--- src/rtl/pipe_pkg.sv ---
// Shared pipeline definitions: PC width, instruction-word constants and the
// two-bit branch-predictor counter encoding with its saturating step.
package pipe_pkg;

    localparam int PC_W    = 32;
    localparam int INSTR_W = 32;
    localparam logic [INSTR_W-1:0] INSTR_NOP = '0;

    typedef enum logic [1:0] {
        CNT_SNT = 2'd0,
        CNT_WNT = 2'd1,
        CNT_WT  = 2'd2,
        CNT_ST  = 2'd3
    } cnt2_t;

    function automatic logic [1:0] sat_step(input logic [1:0] cnt, input logic up);
        logic [1:0] res;
        res = cnt;
        if (up && (cnt != CNT_ST)) begin
            res = cnt + 2'd1;
        end else if (!up && (cnt != CNT_SNT)) begin
            res = cnt - 2'd1;
        end
        return res;
    endfunction

endpackage

--- src/rtl/bp_sat_cnt.sv ---
// Combinational next value of a CNT_W-bit saturating up/down predictor counter.
module bp_sat_cnt #(
    parameter int CNT_W = 2
) (
    input  logic [CNT_W-1:0] cnt,
    input  logic             up,
    output logic [CNT_W-1:0] cnt_next
);
    import pipe_pkg::*;

    localparam logic [CNT_W-1:0] CNT_MAX = '1;

    generate
        if (CNT_W == 2) begin : g_two_bit
            assign cnt_next = sat_step(cnt, up);
        end else begin : g_generic
            always_comb begin
                cnt_next = cnt;
                if (up && (cnt != CNT_MAX)) begin
                    cnt_next = cnt + CNT_W'(1);
                end else if (!up && (cnt != '0)) begin
                    cnt_next = cnt - CNT_W'(1);
                end
            end
        end
    endgenerate

endmodule

--- src/rtl/branch_pred_btb.sv ---
// Direct-mapped branch target buffer with bimodal direction counters, zero-latency
// lookup for IF, single update port from the resolving stage and saturating stats.
module branch_pred_btb #(
    parameter int ENTRIES   = 16,
    parameter int PC_W      = 32,
    parameter int CNT_W     = 2,
    parameter int PRED_MODE = 1,
    parameter int STAT_W    = 16
) (
    input  logic              clk,
    input  logic              rst,
    input  logic [PC_W-1:0]   lk_pc,
    output logic              pred_taken,
    output logic [PC_W-1:0]   pred_npc,
    input  logic              upd_valid,
    input  logic [PC_W-1:0]   upd_pc,
    input  logic              upd_taken,
    input  logic [PC_W-1:0]   upd_target,
    input  logic              upd_pred_taken,
    input  logic [PC_W-1:0]   upd_pred_npc,
    input  logic              inv_all,
    output logic              mispredict,
    output logic [PC_W-1:0]   fix_npc,
    output logic [STAT_W-1:0] stat_upd,
    output logic [STAT_W-1:0] stat_miss
);

    localparam int IDX_W = $clog2(ENTRIES);
    localparam int TAG_W = PC_W - IDX_W - 2;
    localparam logic [CNT_W-1:0]  CNT_INIT = CNT_W'(1) << (CNT_W - 1);
    localparam logic [STAT_W-1:0] STAT_MAX = '1;

    // Tag/target/counter are left unreset; valid gates every use of them.
    logic [ENTRIES-1:0] valid_reg;
    logic [TAG_W-1:0]   tag_reg    [ENTRIES];
    logic [PC_W-1:0]    target_reg [ENTRIES];
    logic [CNT_W-1:0]   cnt_reg    [ENTRIES];

    logic [STAT_W-1:0]  stat_upd_reg;
    logic [STAT_W-1:0]  stat_miss_reg;

    logic [IDX_W-1:0]   lk_idx;
    logic [TAG_W-1:0]   lk_tag;
    logic               lk_hit;
    logic [IDX_W-1:0]   upd_idx;
    logic [TAG_W-1:0]   upd_tag;
    logic               upd_hit;
    logic               upd_wr;
    logic [CNT_W-1:0]   cnt_step;
    logic [ENTRIES-1:0] entry_we;

    assign lk_idx  = lk_pc[IDX_W+1:2];
    assign lk_tag  = lk_pc[PC_W-1:IDX_W+2];
    assign upd_idx = upd_pc[IDX_W+1:2];
    assign upd_tag = upd_pc[PC_W-1:IDX_W+2];

    assign lk_hit  = valid_reg[lk_idx] && (tag_reg[lk_idx] == lk_tag);
    assign upd_hit = valid_reg[upd_idx] && (tag_reg[upd_idx] == upd_tag);

    assign pred_taken = (PRED_MODE == 1) && lk_hit && cnt_reg[lk_idx][CNT_W-1];
    assign pred_npc   = pred_taken ? target_reg[lk_idx] : lk_pc + PC_W'(4);

    assign mispredict = upd_valid && (upd_taken ? (!upd_pred_taken || (upd_pred_npc != upd_target))
                                                : upd_pred_taken);
    assign fix_npc    = upd_taken ? upd_target : upd_pc + PC_W'(4);

    // A not-taken miss leaves the table alone; reset and invalidate drop the write.
    assign upd_wr = upd_valid && !rst && !inv_all && (upd_hit || upd_taken);

    bp_sat_cnt #(.CNT_W(CNT_W)) u_sat_cnt (
        .cnt      (cnt_reg[upd_idx]),
        .up       (upd_taken),
        .cnt_next (cnt_step)
    );

    generate
        for (genvar gi = 0; gi < ENTRIES; gi++) begin : g_entry_we
            assign entry_we[gi] = upd_wr && (upd_idx == IDX_W'(gi));
        end
    endgenerate

    always_ff @(posedge clk) begin
        if (rst || inv_all) begin
            valid_reg <= '0;
        end else begin
            valid_reg <= valid_reg | entry_we;
        end
    end

    always_ff @(posedge clk) begin
        for (int i = 0; i < ENTRIES; i++) begin
            if (entry_we[i]) begin
                if (!upd_hit) begin
                    tag_reg[i] <= upd_tag;
                end
                if (upd_taken) begin
                    target_reg[i] <= upd_target;
                end
                cnt_reg[i] <= upd_hit ? cnt_step : CNT_INIT;
            end
        end
    end

    // Statistics keep counting through inv_all; only reset clears them.
    always_ff @(posedge clk) begin
        if (rst) begin
            stat_upd_reg  <= '0;
            stat_miss_reg <= '0;
        end else begin
            if (upd_valid && (stat_upd_reg != STAT_MAX)) begin
                stat_upd_reg <= stat_upd_reg + STAT_W'(1);
            end
            if (mispredict && (stat_miss_reg != STAT_MAX)) begin
                stat_miss_reg <= stat_miss_reg + STAT_W'(1);
            end
        end
    end

    assign stat_upd  = stat_upd_reg;
    assign stat_miss = stat_miss_reg;

endmodule
--- config.mk ---
export PLATFORM = sky130hd
export DESIGN_NAME = branch_pred_btb
export DESIGN_NICKNAME = d
export VERILOG_FILES = /design/src/rtl/pipe_pkg.sv /design/src/rtl/bp_sat_cnt.sv /design/src/rtl/branch_pred_btb.sv
export SDC_FILE = /design/constraint.sdc
export NUM_CORES = 1
export LEC_CHECK = 0
export BUFFER_PORTS_ARGS = -buffer_cell sky130_fd_sc_hd__buf_2
export CORE_MARGIN = 8
export CORE_UTILIZATION = 35
export DETAILED_ROUTE_END_ITERATION = 8
export PLACE_DENSITY = 0.6
export SLEW_MARGIN = 20
export SYNTH_ARGS = -nofsm -noshare
export SYNTH_HDL_FRONTEND = slang
export SYNTH_SLANG_ARGS = --single-unit
--- constraint.sdc ---
create_clock -name clk -period 8.7 [get_ports clk]
set_input_delay 1.74 -clock clk [delete_from_list [all_inputs] [get_ports clk]]
set_output_delay 1.74 -clock clk [all_outputs]
set_load 0.005 [all_outputs]
==> out/summary.txt <==
vias per cell -> 5.82
Post-synth top flop -> edfxtp_1
worst hold endpoint -> valid_reg[0]
Sink Count -> 1008
cell repeated most along the worst path -> buf_4
Clock Path Buffers -> 3
Post-Synthesis Cells -> 2539
worst reg2reg path startpoint -> tag_reg[13][23]
Max Clock Freq -> 0.134 GHz
worst r2r path cells -> 9
crit path kind -> in -> out
Yosys Warn Count -> 0
placed wire-length estimate -> 96000 um
Synth Cell Area -> 45800 um2
Reg clk slew, reported paths -> 0.07 ns
total track usage -> 20.4%
nets -> 2934
post-layout worst setup margin -> 1.26 ns
clock skew -> 0.0274 ns
critical path cell sequence -> buf_8 -> buf_4 -> mux4_2 -> a22o_1 -> a221oi_1 -> xor2_1 -> nand4_1 -> nor4_2 -> nand4_2 -> buf_4 -> mux2_1 -> buf_2
Post-synth ARST share -> 0%
compound-gate portion of the synthesized area -> 3.46%
Simple-Gate Fraction of Synth Area -> 5.01%
maximum vdd drop -> 156 uV
Leak -> 17.0 nW
Tcrit/Tclk final -> 85.6%
library cells used by synthesis -> 87
first-pass GRT wire length -> 207000 um
pin count of the biggest net entering global routing -> 81
number of flip-flops in the largest register -> 512
total CTS buffers -> 104
number of enable flip-flop cells after synthesis -> 960
Slew Limit Fails -> 0
Area growth syn-to-layout -> 14.8%
CTS Root Cell -> clkbuf_16
Hold WC Path Type -> reg -> reg
delay-heaviest family, CP -> buffers and inverters
CP Launch Type -> input port
die area -> 143000 um2
final wirelength -> 150000 um
Yosys top cell area share -> 62.9%
initial antenna violation count -> 23
drt wl/cell -> 32.4 um
post-synthesis mux area share -> 20.9%
post-synth top area cell -> edfxtp_1
core area -> 130000 um2
I/O pin total -> 232
PortBufs -> 231
Chip Width -> 378 um
Power Density -> 203 nW/um2
synthesized area per cell -> 18.0 um2
Vias -> 26900
CTS tree -> done
critical path peak fanout -> 70
DRC -> 0
number of synthesized register bits -> 1008
post-place setup slack -> 1.24 ns
Die Y -> 378 um
setup TNS -> 0 ns
Max stage delay on crit path -> 0.62 ns
CP required -> 6.96 ns
Post-CTS Resized -> 0
vias in the first global route -> 26000
shortest period the worst path allows -> 7.44 ns
Rows -> 132
slew margin rel. -> 21.9%
Hold Vio Cnt, Final -> 0
Hold Crit Depth -> 2
first-pass detailed-route iteration total -> 6
Setup Viol. Count Final -> 0
most frequent cells in the layout -> edfxtp_1 (960), mux4_2 (358), buf_2 (224)
adder-cell area share of the yosys netlist -> 0.246%
iteration-0 DRC count of the detailed router -> 3576
Slew @ Worst Pin -> 1.16 ns
CP bufs+invs -> 4
Starting Density -> 35.3%
H-tree depth -> 3
grt total ovfl -> 0
RSZ-0062 raised after global routing -> no
design area -> 52600 um2
crit path DAT -> 5.70 ns
Post-CTS Setup Inserts -> 0
Synth area leaders -> edfxtp_1 (63%), mux4_2 (18%), dfxtp_1 (2.1%)
clk_lat worst skew -> 0.73 ns
reg2reg end -> tag_reg[1][8]
critical path's slowest cell -> buf_8
Max Cap Violations -> 0
status -> complete, no violations
r2r setup slk -> 4.11 ns
commonest non-fill, non-tap cell in the layout -> edfxtp_1
CTS hold repair buffers -> 0
main combinational cell family by area after synthesis -> multiplexers
RePlAce Congestion -> 0.908
layout cells sized above 1 -> 32.0%
XOR/XNOR Fraction of Synth Area -> 3.12%
CP Capture Type -> output port
syn_nets -> 2682
DRT antenna net count -> 0
Hold Path Origin -> valid_reg[0]
post-synthesis sequential area ratio -> 65.0%
DP Area -> 49200 um2
==> worst reg2reg max path, delay by kind of cell, from the launching register on <==
kind | cells | cell delay, ns
DFF | 1 | 0.40
and+or+nand+nor | 4 | 2.22
muxes | 2 | 0.77
AOI/OAI and AO/OA | 1 | 0.34
buffers and inverters | 1 | 0.38
xor gates and xnor gates | 1 | 0.10
==> layer usage <==
metal | GRT usage [%] | wire (um) | up-vias
met5 | 0 | 81 | -
met4 | 5.10 | 3480 | 12
met3 | 6.41 | 17800 | 232
met2 | 31.9 | 69000 | 1519
met1 | 27.8 | 59500 | 14200
li1 | - | - | 10900
==> how the worst max path moves through the flow <==
stage / startpoint / end / slack, ns / cells past startpoint
floorplan: lk_pc[2] / pred_npc[10] / 2.35 / 9
global placement: lk_pc[2] / pred_npc[15] / 1.30 / 12
detailed placement: lk_pc[2] / pred_npc[18] / 1.24 / 12
CTS: lk_pc[2] / pred_npc[18] / 1.22 / 12
global route: lk_pc[2] / pred_npc[23] / 1.01 / 12
finish: lk_pc[2] / pred_npc[18] / 1.26 / 12
==> synthesized netlist by cell type, types with 4 or more instances <==
library cell / count
nand4_1: 28
buf_4: 17
a22o_1: 12
o221ai_1: 5
mux2i_1: 95
xor2_1: 89
mux4_2: 358
nor4_1: 19
o22ai_1: 17
buf_1: 17
nand2_1: 111
dfxtp_1: 48
nor3_2: 10
xnor2_1: 74
nor2b_1: 10
a221oi_1: 11
o31ai_2: 14
o21ai_0: 58
nor3_1: 39
nand2b_1: 14
o2111ai_1: 4
buf_2: 48
a22oi_1: 15
mux2_2: 22
o211ai_1: 6
o31ai_1: 7
and3_1: 25
buf_6: 17
nand3_1: 51
nor3b_1: 4
inv_1: 23
a211oi_1: 5
edfxtp_1: 960
or3_1: 5
or2_2: 5
clkbuf_1: 64
ha_1: 9
a2bb2oi_1: 4
mux2_1: 30
and2_1: 9
a21oi_1: 21
nor2_1: 87
==> logic make-up (layout without fill, tap and decap cells) <==
family / count (synthesis) / after routing
AOI/OAI and AO/OA: 218 / 218
xor gates and xnor gates: 163 / 163
adders and majority gates: 9 / 9
buffers and inverters: 193 / 529
DFF: 1008 / 1008
muxes: 505 / 505
other: 0 / 7
and+or+nand+nor: 443 / 443
==> report_power, final <==
group	internal, mW	switching, mW	total (mW)
clock	2.53	1.95	4.48
combinational	0.323	0.562	0.885
sequential	5.32	0.00778	5.33
total	8.18	2.52	10.7
==> area by class of cell <==
type	count	area, um2
Timing Repair Buffer	313	1870
Multi-Input combinational cell	1338	15300
Tap cell	1742	2180
Clock buffer	120	2660
Fill cell	11500	77000
Clock inverter	70	731
Antenna cell	7	17.5
Sequential cell	1008	29800
Inverter	26	100
==> stage by stage <==
| step | power (mW) | utilization, % | hold WS, ns | std cells |
|---|---|---|---|---|
| floorplan | 5.92 | - | 0.435 | 2539 |
| global placement | 6.31 | 37.9 | 0.465 | 4426 |
| detailed placement | 6.31 | 37.9 | 0.469 | 4426 |
| CTS | 10.8 | 40.5 | 0.475 | 4616 |
| global route | 11.0 | 40.6 | 0.499 | 4617 |
| finish | 10.7 | 40.6 | 0.475 | 4624 |
Power figures use the tool's default switching activity.
